## config.mk

```make
export PLATFORM = sky130hd
export DESIGN_NAME = soc_arb2_flat
export DESIGN_NICKNAME = d
export VERILOG_FILES = /design/src/rtl/soc_arb2_if.sv /design/src/rtl/soc_arb2.sv /design/src/flat_wrapper.sv
export SDC_FILE = /design/constraint.sdc
export NUM_CORES = 1
export LEC_CHECK = 0
export ABC_AREA = 1
export BUFFER_PORTS_ARGS = -buffer_cell sky130_fd_sc_hd__buf_2
export CORE_AREA = 5 5 120 122
export DETAILED_ROUTE_END_ITERATION = 8
export DIE_AREA = 0 0 125 127
export MAX_ROUTING_LAYER = met4
export PLACE_DENSITY_LB_ADDON = 0.08
export SYNTH_ARGS = -nofsm -noshare
export SYNTH_HDL_FRONTEND = slang
export SYNTH_SLANG_ARGS = --single-unit
```

## constraint.sdc

```tcl
create_clock -name sys_clk -period 2.75 [get_ports sys_clk]
set_clock_uncertainty 0.15 [all_clocks]
set_input_delay 0.55 -clock sys_clk [delete_from_list [all_inputs] [get_ports sys_clk]]
set_output_delay 0.55 -clock sys_clk [all_outputs]
set_load 0.01 [all_outputs]
```

## src/rtl/soc_arb2_if.sv

```systemverilog
// Bus bundle for soc_arb2: two requesting masters (m0 = CPU data, m1 = UART loader) and one shared slave.
// Modport master is the arbiter's view; modport slave is the view of the surrounding masters and slave device.
interface soc_arb2_if #(
    parameter int AW = 32,
    parameter int DW = 32
);
    logic            m0_vld;
    logic            m0_we;
    logic [AW-1:0]   m0_addr;
    logic [DW-1:0]   m0_wdat;
    logic [DW/8-1:0] m0_be;
    logic            m0_rdy;
    logic [DW-1:0]   m0_rdat;
    logic            m0_err;

    logic            m1_vld;
    logic            m1_we;
    logic [AW-1:0]   m1_addr;
    logic [DW-1:0]   m1_wdat;
    logic [DW/8-1:0] m1_be;
    logic            m1_rdy;
    logic [DW-1:0]   m1_rdat;
    logic            m1_err;

    logic            s_vld;
    logic            s_we;
    logic [AW-1:0]   s_addr;
    logic [DW-1:0]   s_wdat;
    logic [DW/8-1:0] s_be;
    logic            s_rdy;
    logic [DW-1:0]   s_rdat;

    modport master (
        input  m0_vld, m0_we, m0_addr, m0_wdat, m0_be,
        output m0_rdy, m0_rdat, m0_err,
        input  m1_vld, m1_we, m1_addr, m1_wdat, m1_be,
        output m1_rdy, m1_rdat, m1_err,
        output s_vld, s_we, s_addr, s_wdat, s_be,
        input  s_rdy, s_rdat
    );

    modport slave (
        output m0_vld, m0_we, m0_addr, m0_wdat, m0_be,
        input  m0_rdy, m0_rdat, m0_err,
        output m1_vld, m1_we, m1_addr, m1_wdat, m1_be,
        input  m1_rdy, m1_rdat, m1_err,
        input  s_vld, s_we, s_addr, s_wdat, s_be,
        output s_rdy, s_rdat
    );
endinterface

```

## src/rtl/soc_arb2.sv

```systemverilog
// Two-master, one-slave arbiter with whole-transaction grants and a bus watchdog.
// Define SOC_ARB_RR_EN for round-robin tie-breaking; otherwise master 0 has fixed priority.
module soc_arb2 #(
    parameter int AW      = 32,
    parameter int DW      = 32,
    parameter int TIMEOUT = 255
) (
    input  logic        sys_clk,
    input  logic        sys_rst,
    soc_arb2_if.master  bus,
    output logic [1:0]  grant
);
    localparam int CW = (TIMEOUT > 0) ? $clog2(TIMEOUT + 1) : 1;
    localparam logic [CW-1:0] TMO = CW'(TIMEOUT);

    if ((DW % 8) != 0 || AW < 1) begin : g_bad_param
        $error("soc_arb2: DW must be a multiple of 8 and AW positive");
    end

    typedef enum logic [1:0] {
        IDLE = 2'd0,
        GNT0 = 2'd1,
        GNT1 = 2'd2
    } state_t;

    state_t        state, state_nxt;
    logic [CW-1:0] cnt, cnt_nxt;
    logic          timeout_hit;
    logic          tie_pick1;
    logic          sel1;
    logic          done;
    logic          abort;

`ifdef SOC_ARB_RR_EN
    logic last, last_nxt;

    // last == 1 means master 1 was served most recently, so master 0 takes the tie
    assign tie_pick1 = ~last;
`else
    assign tie_pick1 = 1'b0;
`endif

    assign timeout_hit = (TIMEOUT != 0) && (cnt == TMO);

    always_ff @(posedge sys_clk) begin
        if (sys_rst) begin
            state <= IDLE;
            cnt   <= '0;
`ifdef SOC_ARB_RR_EN
            last  <= 1'b1;
`endif
        end else begin
            state <= state_nxt;
            cnt   <= cnt_nxt;
`ifdef SOC_ARB_RR_EN
            last  <= last_nxt;
`endif
        end
    end

    always_comb begin
        state_nxt   = state;
        cnt_nxt     = '0;
`ifdef SOC_ARB_RR_EN
        last_nxt    = last;
`endif
        grant       = '0;
        sel1        = 1'b0;
        done        = 1'b0;
        abort       = 1'b0;
        bus.s_vld   = 1'b0;
        bus.s_we    = 1'b0;
        bus.s_addr  = '0;
        bus.s_wdat  = '0;
        bus.s_be    = '0;
        bus.m0_rdy  = 1'b0;
        bus.m0_err  = 1'b0;
        bus.m0_rdat = '0;
        bus.m1_rdy  = 1'b0;
        bus.m1_err  = 1'b0;
        bus.m1_rdat = '0;

        case (state)
            IDLE: begin
                if (bus.m0_vld && (!bus.m1_vld || !tie_pick1)) begin
                    state_nxt = GNT0;
`ifdef SOC_ARB_RR_EN
                    last_nxt  = 1'b0;
`endif
                end else if (bus.m1_vld) begin
                    state_nxt = GNT1;
`ifdef SOC_ARB_RR_EN
                    last_nxt  = 1'b1;
`endif
                end
            end

            GNT0, GNT1: begin
                sel1       = (state == GNT1);
                grant      = sel1 ? 2'b10 : 2'b01;
                bus.s_vld  = 1'b1;
                bus.s_we   = sel1 ? bus.m1_we   : bus.m0_we;
                bus.s_addr = sel1 ? bus.m1_addr : bus.m0_addr;
                bus.s_wdat = sel1 ? bus.m1_wdat : bus.m0_wdat;
                bus.s_be   = sel1 ? bus.m1_be   : bus.m0_be;

                // slave acknowledge beats a coincident timeout; reset drops the transaction silently
                done  = bus.s_rdy && !sys_rst;
                abort = !bus.s_rdy && timeout_hit && !sys_rst;

                if (bus.s_rdy || timeout_hit) begin
                    state_nxt = IDLE;
                end else begin
                    cnt_nxt = (cnt == '1) ? cnt : cnt + 1'b1;
                end

                if (sel1) begin
                    bus.m1_rdy  = done || abort;
                    bus.m1_err  = abort;
                    bus.m1_rdat = done ? bus.s_rdat : '0;
                end else begin
                    bus.m0_rdy  = done || abort;
                    bus.m0_err  = abort;
                    bus.m0_rdat = done ? bus.s_rdat : '0;
                end
            end

            default: state_nxt = IDLE;
        endcase
    end
endmodule

```

## src/flat_wrapper.sv

```systemverilog
// flat-port wrapper written by rule: the top's interface ports become plain ports
module soc_arb2_flat 
#(
    parameter int AW      = 32,
    parameter int DW      = 32,
    parameter int TIMEOUT = 255
)
  (sys_clk, sys_rst, grant, bus_m0_vld, bus_m0_we, bus_m0_addr, bus_m0_wdat, bus_m0_be, bus_m0_rdy, bus_m0_rdat, bus_m0_err, bus_m1_vld, bus_m1_we, bus_m1_addr, bus_m1_wdat, bus_m1_be, bus_m1_rdy, bus_m1_rdat, bus_m1_err, bus_s_vld, bus_s_we, bus_s_addr, bus_s_wdat, bus_s_be, bus_s_rdy, bus_s_rdat);
  soc_arb2_if #(.AW(AW), .DW(DW)) bus_i ();
  input  logic sys_clk;
  input  logic sys_rst;
  output logic [1:0] grant;
  input wire logic [$bits(bus_i.m0_vld)-1:0] bus_m0_vld;
  input wire logic [$bits(bus_i.m0_we)-1:0] bus_m0_we;
  input wire logic [$bits(bus_i.m0_addr)-1:0] bus_m0_addr;
  input wire logic [$bits(bus_i.m0_wdat)-1:0] bus_m0_wdat;
  input wire logic [$bits(bus_i.m0_be)-1:0] bus_m0_be;
  output wire logic [$bits(bus_i.m0_rdy)-1:0] bus_m0_rdy;
  output wire logic [$bits(bus_i.m0_rdat)-1:0] bus_m0_rdat;
  output wire logic [$bits(bus_i.m0_err)-1:0] bus_m0_err;
  input wire logic [$bits(bus_i.m1_vld)-1:0] bus_m1_vld;
  input wire logic [$bits(bus_i.m1_we)-1:0] bus_m1_we;
  input wire logic [$bits(bus_i.m1_addr)-1:0] bus_m1_addr;
  input wire logic [$bits(bus_i.m1_wdat)-1:0] bus_m1_wdat;
  input wire logic [$bits(bus_i.m1_be)-1:0] bus_m1_be;
  output wire logic [$bits(bus_i.m1_rdy)-1:0] bus_m1_rdy;
  output wire logic [$bits(bus_i.m1_rdat)-1:0] bus_m1_rdat;
  output wire logic [$bits(bus_i.m1_err)-1:0] bus_m1_err;
  output wire logic [$bits(bus_i.s_vld)-1:0] bus_s_vld;
  output wire logic [$bits(bus_i.s_we)-1:0] bus_s_we;
  output wire logic [$bits(bus_i.s_addr)-1:0] bus_s_addr;
  output wire logic [$bits(bus_i.s_wdat)-1:0] bus_s_wdat;
  output wire logic [$bits(bus_i.s_be)-1:0] bus_s_be;
  input wire logic [$bits(bus_i.s_rdy)-1:0] bus_s_rdy;
  input wire logic [$bits(bus_i.s_rdat)-1:0] bus_s_rdat;
  assign bus_i.m0_vld = bus_m0_vld;
  assign bus_i.m0_we = bus_m0_we;
  assign bus_i.m0_addr = bus_m0_addr;
  assign bus_i.m0_wdat = bus_m0_wdat;
  assign bus_i.m0_be = bus_m0_be;
  assign bus_m0_rdy = bus_i.m0_rdy;
  assign bus_m0_rdat = bus_i.m0_rdat;
  assign bus_m0_err = bus_i.m0_err;
  assign bus_i.m1_vld = bus_m1_vld;
  assign bus_i.m1_we = bus_m1_we;
  assign bus_i.m1_addr = bus_m1_addr;
  assign bus_i.m1_wdat = bus_m1_wdat;
  assign bus_i.m1_be = bus_m1_be;
  assign bus_m1_rdy = bus_i.m1_rdy;
  assign bus_m1_rdat = bus_i.m1_rdat;
  assign bus_m1_err = bus_i.m1_err;
  assign bus_s_vld = bus_i.s_vld;
  assign bus_s_we = bus_i.s_we;
  assign bus_s_addr = bus_i.s_addr;
  assign bus_s_wdat = bus_i.s_wdat;
  assign bus_s_be = bus_i.s_be;
  assign bus_i.s_rdy = bus_s_rdy;
  assign bus_i.s_rdat = bus_s_rdat;
  soc_arb2 #(.AW(AW), .DW(DW), .TIMEOUT(TIMEOUT)) u_core (.sys_clk(sys_clk), .sys_rst(sys_rst), .bus(bus_i), .grant(grant));
endmodule
```

Yosys cells after proc, flatten, opt, wreduce, memory -nomap -nowiden
Cells that the tools add are included.
{ "totals": {"regBits": 10, "wordCells": 48} }
{ "op_classes": {"n_addsub": 1, "n_eq_ne": 5, "muxes": 28, "bitwise_logic": 1, "reduce_logical": 11} }
{ "ops": {"columns": ["cell", "count"], "rows": [
  ["$mux 32", 9],
  ["$mux 1", 11],
  ["$mux 2", 5],
  ["$add 8x1->8 const B", 1],
  ["$eq 8x8->1 const B", 1],
  ["$mux 4", 2],
  ["$pmux 2 s2", 1],
  ["$logic_and 1x1->1", 3],
  ["$ne 3x3->1 const B", 1],
  ["$reduce_or 3->1", 1],
  ["$eq 2x1->1 const B", 1],
  ["$eq 2x2->1 const B", 1],
  ["$logic_not 1->1", 2],
  ["$logic_not 2->1", 1],
  ["$logic_or 1x1->1", 2],
  ["$ne 2x1->1 const B", 1],
  ["$reduce_and 2->1", 1],
  ["$reduce_or 2->1", 1],
  ["$not 1->1", 1]
]} }

Depth between registers and ports, before layout
Gate-level depths: netlist of run 1.
{ "depth": {"word_depth": 6, "depth_mapped": 9} }

Worst setup path before layout of run 1
OpenSTA, ideal clock, no wires.
{ "synth_timing": {"kind": "flip-flop to output port", "start": "register u_core.state[0]", "end": "output port bus_s_be[0]", "t_arrival_ns": 1.622, "path_slack_ns": 0.428, "stages_incl_launch_ff": 9, "path_buffers": 3, "cell_sequence": "dfxtp_1 inv_1 ha_1 buf_4 inv_2 or2_4 buf_6 buf_4 o21ai_1"} }
{ "synth_between": {"elab_chain_len": 3, "word_cells_on_any_way": 5, "cone_classes": "eq/ne (2); mux (2); reduce/logical (1)"} }
{ "synth_rtl": {"columns": ["element", "line", "text"], "rows": [
  ["from (decl)", "soc_arb2.sv:26", "state_t state, state_nxt;"],
  ["from (signal assigned)", "soc_arb2.sv:53", "state <= state_nxt;"],
  ["$eq 2x2->1 / $eq 2x1->1 (equally long branches)", "soc_arb2.sv:83, soc_arb2.sv:99", null],
  ["$mux 4 / $reduce_or 2->1 (equally long branches)", "soc_arb2.sv:105, soc_arb2.sv:83", null],
  ["$mux 4 *", "soc_arb2.sv:83", "case (state)"],
  ["to (decl)", "flat_wrapper.sv:33", "output wire logic [$bits(bus_i.s_be)-1:0] bus_s_be;"]
]} }
Mark *: on every way between the ends. The rest lies on a longest branch, timed or not.

Worst setup path in the final report of run 1
{ "layout_timing": {"start": "register u_core.state[1]", "end": "output port bus_s_wdat[9]"} }
{ "layout_between": {"elab_chain_len": 3, "word_cells_on_any_way": 5, "cone_classes": "eq/ne (2); mux (2); reduce/logical (1)"} }
{ "layout_rtl": {"columns": ["element", "line", "text"], "rows": [
  ["$eq 2x2->1 / $eq 2x1->1 (equally long branches)", "soc_arb2.sv:83, soc_arb2.sv:99", null],
  ["$mux 32 / $reduce_or 2->1 (equally long branches)", "soc_arb2.sv:104, soc_arb2.sv:83", null],
  ["$mux 32 *", "soc_arb2.sv:83", null],
  ["to (decl)", "flat_wrapper.sv:32", "output wire logic [$bits(bus_i.s_wdat)-1:0] bus_s_wdat;"]
]} }
Marks and branches as above.

==> results.json, run 1 <==
{
  "run_status": "complete, no violations",
  "clockBufferDepth": 2,
  "final_clock_period_utilization_by_the_worst_path": 0.968,
  "relSlewSlack": 0.665,
  "worst-slew-pin-transition_ns": 0.503,
  "cts_hold_repair.buffers": 0,
  "asyncSetResetFlopFracSynth": 0,
  "critical_path_at_ns": 1.96,
  "grt_max_degree": 46,
  "fin_crit_ns": 2.66,
  "ir_drop_uv": 273,
  "totalNegativeSetupSlack_ns": 0,
  "critical_path_peak_fanout": 14,
  "power.density_nw_per_um2": 397,
  "final_cell_count_no_fill": 887,
  "grt_pass1_vias": 3623,
  "via_count": 3715,
  "grt.overflow.total": 0,
  "detail_route.wl_per_cell_um": 15.2,
  "rr_startpoint": "u_core.state[1]",
  "initial_utilization": 0.155,
  "worst_slack_ns": 0.0885,
  "setup-violations-final": 0,
  "ys_warn_count": 0,
  "sink_count_of_the_clock_tree": 10,
  "total_global_routing_track_utilization": 0.160,
  "reg2reg_depth": 6,
  "hold_removal_path_class": "flop to flop",
  "synth.area.mux_share": 0,
  "timing.critical_path.slowest_stage_cell": "sky130_fd_sc_hd__ha_2",
  "top_family_by_delay_on_critical_path": "buffers and inverters",
  "postLayoutCoreUtil": 0.297,
  "grt_first_pass_wirelength_mm": 20.1,
  "fin_worst_hold_slack_ns": 0.301,
  "ys_ff_latch": 10,
  "synthAdderAreaFrac": 0.0246,
  "synth.largest_area_cell": "sky130_fd_sc_hd__nand3_1",
  "dpl_worst_slack_ns": 0.234,
  "r2r_slack_ns": 1.10,
  "maxClockFrequency_mhz": 376,
  "netlist-cell-type-count": 25,
  "xor_xnor_cell_area_share_of_the_yosys_netlist": 0.0129,
  "die_area_um2": 15900,
  "post_drt_via_cell_ratio": 4.19,
  "cts_tree": "done",
  "leading_register_cell_type_out_of_synthesis": "sky130_fd_sc_hd__dfxtp_1",
  "path_clk_slew_ns": 0.04,
  "coreArea_um2": 13100,
  "drcViolationCount": 0,
  "design.final.nets": 890,
  "layout-drive-gt1-share": 0.476,
  "clk_latency_ns": 0.24,
  "power_leakage_nw": 2.41,
  "synthCells": 414,
  "die_x_um": 125,
  "drt_first_pass_iters": 4,
  "critical_path.n_buffers_inverters": 4,
  "max-cap-violations": 0,
  "timing.rr.end": "u_core.cnt[2]",
  "place.detailed.hpwl_mm": 10.9,
  "postRouteWirelength_mm": 13.5,
  "final_antenna_net_count": 0,
  "netlist_top_cells_count": "sky130_fd_sc_hd__inv_1, sky130_fd_sc_hd__nor2_1, sky130_fd_sc_hd__nand3_1, sky130_fd_sc_hd__nand2_1, sky130_fd_sc_hd__o21ai_1",
  "report.final.hold_viol_count": 0,
  "cell_with_the_most_instances_after_synthesis": "sky130_fd_sc_hd__inv_1",
  "clock_tree.htree_level_count": 1,
  "hold_path.startpoint": "u_core.cnt[0]",
  "synth_seq_area_share": 0.0986,
  "io_buffer_count": 314,
  "mappedNetlistArea_um2": 2030,
  "critical_path_rt_ns": 2.05,
  "post-place-cells": 880,
  "crit_type": "flop to output pin",
  "drt_iter0_drcs": 205,
  "synth_top_area_share": 0.182,
  "synth_compound_gate_area_share": 0.182,
  "i_o_pins": 315,
  "floorplan.die.height_um": 127,
  "gpl.final_weighted_congestion": 0.911,
  "hold_path_depth": 1,
  "postSynthNetCount": 593,
  "hold_path_sink": "u_core.cnt[0]",
  "tritoncts_buffer_count": 3,
  "worst-path-stages": 7,
  "cp-end-kind": "output pin",
  "grt_setup_unrepaired": "no",
  "dominant_combinational_cell_family_by_area_after_synthesis": "simple AND/OR/NAND/NOR gates",
  "synth_simple_gate_area_share": 0.445,
  "timing.critical_path.slowest_cell_delay_ns": 0.37,
  "syn_area_per_cell_um2": 4.91,
  "crit_path_start_kind": "flop",
  "antenna_found_initial": 1,
  "clock_tree.root_cell": "sky130_fd_sc_hd__clkbuf_16",
  "synthToLayoutAreaGrowth_pct": 91.3,
  "worstPathCellList": "inv_1 > ha_2 > inv_2 > or2_4 > buf_4 > o21ai_1 > buf_2",
  "report.final.slew_viol_count": 0,
  "row_count": 42,
  "edff_count_synth": 0,
  "synth.top_cells.by_area": "sky130_fd_sc_hd__nand3_1, sky130_fd_sc_hd__inv_1, sky130_fd_sc_hd__nor2_1, sky130_fd_sc_hd__dfxtp_1, sky130_fd_sc_hd__nand2_1"
}
==> metal layers <==
metal	GRT usage	part of all wire
met1	0.176	0.37
met2	0.303	0.54
met3	0.0338	0.075
met4	0.0198	0.0068
met5	-	0
==> worst reg2reg max path: cells and delay by family, from the launching register on <==
family	cells	cell delay, ns
flops	1	0.34
fa+ha+maj	1	0.37
simple gates	3	0.56
buf+inv	2	0.15
==> cells by family after synthesis <==
group / after synthesis
compound gates: 74
simple gates: 208
xor+xnor: 3
flops: 10
buf+inv: 115
fa+ha+maj: 4
==> flip-flops by register name, indices dropped and copies added (netlist names) <==
register	cells
u_core.cnt	8
u_core.state	2
==> final cells by class <==
cell class | count | area, um^2
Fill cell | 1546 | 9200
Timing Repair Buffer | 324 | 1700
Multi-Input combinational cell | 290 | 1360
Inverter | 82 | 308
Tap cell | 176 | 220
Sequential cell | 10 | 200
Clock buffer | 4 | 88.8
Antenna cell | 1 | 2.50
==> power by group <==
part | total (mW) | internal (mW) | switching, mW
clock | 0.291 | 0.219 | 0.0719
sequential | 0.155 | 0.151 | 0.00399
combinational | 1.10 | 0.415 | 0.680
total | 1.54 | 0.786 | 0.756
==> stage by stage <==
| stage | area, um^2 | power, mW |
|---|---|---|
| floorplan | 2030 | 0.750 |
| global placement | 3760 | 1.24 |
| detailed placement | 3760 | 1.24 |
| CTS | 3860 | 1.55 |
| global route | 3880 | 1.67 |
| finish | 3880 | 1.54 |
==> what timing repair did <==
| item | 4_1_cts | 5_1_grt |
|---|---|---|
| endpoints found under the setup margin | 1 | 3 |
| pin swaps | 0 | 1 |
| setup buffers | 0 | 1 |
| resized for setup | 0 | 1 |
| endpoints found under the hold margin | 0 | 0 |
| gates cloned | 1 | 0 |
==> worst max-delay path by stage <==
stage | start | end | slack [ns]
finish | u_core.state[1] | bus_s_wdat[9] | 0.09
detailed placement | u_core.state[1] | bus_s_wdat[9] | 0.23
global route | u_core.state[1] | bus_s_wdat[9] | 0.001
CTS | u_core.state[1] | bus_s_wdat[9] | 0.03
global placement | u_core.state[0] | bus_s_wdat[9] | 0.26
floorplan | u_core.state[0] | bus_s_be[0] | 0.43
==> cells in the final DEF, fill, tap and decap left out, drive strengths merged <==
master / instances
a21oi: 5
buf: 324
clkbuf: 4
dfxtp: 10
diode: 1
ha: 4
inv: 82
nand2: 49
nand3: 75
nand3b: 1
nand4: 1
nor2: 77
nor3: 1
nor3b: 1
o21ai: 69
or2: 4
xnor2: 1
xor2: 2
Note: power is estimated with default switching activity, not from simulation.
==> inputs of run 2 (changes only) <==
- BUFFER_PORTS_ARGS: -buffer_cell sky130_fd_sc_hd__buf_2 -> unset
- CORE_AREA: 5 5 120 122 -> 5 5 118 120
- DIE_AREA: 0 0 125 127 -> 0 0 123 125
- DONT_BUFFER_PORTS: unset -> 1
==> results.json, run 2 (synthesis results as in run 1) <==
{
  "run_status": "complete, no violations",
  "synthToLayoutAreaGrowth_pct": 43.2,
  "critical_path_rt_ns": 2.05,
  "die_area_um2": 15400,
  "placed_area_um2": 2790,
  "design.final.nets": 659,
  "number_of_diodes_added_for_antenna_fixing": 0,
  "mostFrequentLayoutCells": "sky130_fd_sc_hd__buf_4, sky130_fd_sc_hd__inv_1, sky130_fd_sc_hd__nor2_1",
  "clock_tree.htree_level_count": 1,
  "crit_path_start": "u_core.state[0]",
  "place.detailed.hpwl_mm": 9.42,
  "fin_worst_hold_slack_ns": 0.226,
  "drcViolationCount": 0,
  "combinational_fraction_of_design_power": 0.679,
  "grt_max_degree": 57,
  "report.final.slew_viol_count": 0,
  "p_sw_uw": 706,
  "hold_removal_path_class": "primary input to flop",
  "dpl_worst_slack_ns": -0.0360,
  "critical_path_peak_fanout": 51,
  "worst_setup_path_endpoint": "bus_s_wdat[9]",
  "sink_count_of_the_clock_tree": 10,
  "power_leakage_nw": 1.41,
  "relSlewSlack": 0.565,
  "clk_latency_ns": 0.24,
  "timing.critical_path.slowest_stage_cell": "sky130_fd_sc_hd__or2_4",
  "report.power.total_mw": 1.39,
  "worstPathCellList": "inv_1 > ha_2 > inv_2 > or2_4 > o21ai_1",
  "layout-drive-gt1-share": 0.223,
  "worst_slack_ns": 0.148,
  "clock_tree.root_cell": "sky130_fd_sc_hd__clkbuf_16",
  "grt_pass1_vias": 2891,
  "r2r_slack_ns": 1.10,
  "critical_path_at_ns": 1.90,
  "max-cap-violations": 0,
  "layout.cells.most_common": "sky130_fd_sc_hd__buf_4",
  "initial_utilization": 0.158,
  "die_x_um": 123,
  "path_clk_slew_ns": 0.04,
  "coreArea_um2": 12900,
  "reg2reg_depth": 8,
  "cts_tree": "done",
  "largest_registers": "u_core.cnt (8), u_core.state (2)",
  "postRouteWirelength_mm": 12.1,
  "max_flop_register": "u_core.cnt",
  "setup-violations-final": 0,
  "drt_first_pass_iters": 4,
  "post_drt_via_cell_ratio": 4.51,
  "total_global_routing_track_utilization": 0.140,
  "pwr-share-clk": 0.210,
  "timing.critical_path.slowest_cell_delay_ns": 0.44,
  "detail_route.wl_per_cell_um": 18.5,
  "hold_path.startpoint": "sys_rst",
  "power.density_nw_per_um2": 478,
  "final_clock_period_utilization_by_the_worst_path": 0.946,
  "number_of_flip_flops_in_the_largest_register": 8,
  "rr_startpoint": "u_core.cnt[1]",
  "maxClockFrequency_mhz": 384,
  "p_int_uw": 684,
  "via_count": 2955,
  "drt_iter0_drcs": 122,
  "tritoncts_buffer_count": 3,
  "io_buffer_count": 0,
  "crit_path_start_kind": "flop",
  "antenna_found_initial": 0,
  "postLayoutCoreUtil": 0.226,
  "grt.overflow.total": 0,
  "grt_setup_unrepaired": "no",
  "clockBufferDepth": 2,
  "worst-slew-pin-transition_ns": 0.653,
  "seqPwrFrac": 0.112,
  "timing.rr.end": "u_core.cnt[6]",
  "i_o_pins": 315,
  "gpl.final_weighted_congestion": 0.872,
  "crit_type": "flop to output pin",
  "cp-end-kind": "output pin",
  "report.final.hold_viol_count": 0,
  "final_antenna_net_count": 0,
  "fin_crit_ns": 2.60,
  "p_sw_frac": 0.508,
  "final_cell_area_um2": 2910,
  "floorplan.die.height_um": 125,
  "ir_drop_uv": 197,
  "row_count": 42,
  "fill_cell_total_of_the_finished_layout": 1495,
  "grt_first_pass_wirelength_mm": 16.2
}
[run 2: final cells by class]
class	count	area [um^2]	area share
well taps	176	220	0.0757
inverters	82	308	0.106
multi-input cells	291	1380	0.473
flip-flops and latches	10	200	0.0688
repair buffers	92	716	0.246
clock buffers	4	88.8	0.0306
[run 2: power groups by stage]
stage,registers [mW],logic (mW),clock network (mW)
floorplan,0.157,0.593,0
global placement,0.158,0.918,0
detailed placement,0.158,0.913,0
CTS,0.155,0.943,0.299
global route,0.155,1.04,0.307
finish,0.155,0.944,0.292
[run 2: worst min-delay path by stage]
| stage | end | slack (ns) | cells past startpoint |
|---|---|---|---|
| CTS | u_core.state[0] | 0.22 | 1 |
| floorplan | u_core.cnt[0] | 0.27 | 1 |
| detailed placement | u_core.cnt[0] | 0.29 | 1 |
| global placement | u_core.cnt[0] | 0.29 | 1 |
| global route | u_core.state[0] | 0.22 | 1 |
| finish | u_core.state[0] | 0.23 | 1 |
[run 2: per-layer routing]
layer | part of all wire | track usage
met5 | 0 | -
met4 | 0.0034 | 0.0176
met3 | 0.079 | 0.0181
met2 | 0.53 | 0.269
met1 | 0.38 | 0.155
[run 2: per-stage QoR]
| step | setup TNS [ns] | std cells |
|---|---|---|
| 6_report | 0 | 655 |
| 3_5_place_dp | -0.0556 | 649 |
| 5_1_grt | 0 | 655 |
| 3_3_place_gp | 0 | 649 |
| 2_1_floorplan | 0 | 414 |
| 4_1_cts | 0 | 654 |
[run 2: critical path, delay by kind of cell (launching register included)]
| kind | cells | cell delay [ns] |
|---|---|---|
| flip-flops | 1 | 0.34 |
| AO/OA/AOI/OAI | 1 | 0.34 |
| AND/OR/NAND/NOR | 1 | 0.44 |
| buffers and inverters | 2 | 0.15 |
| adder cells (fa/ha/maj) | 1 | 0.35 |
[run 2: repair_timing]
item | CTS | global route
buffers inserted | 0 | 0
gates cloned | 1 | 1
resized for setup | 2 | 4
pin swaps | 0 | 0
hold buffers | 0 | 0
endpoints found under the setup margin | 103 | 21
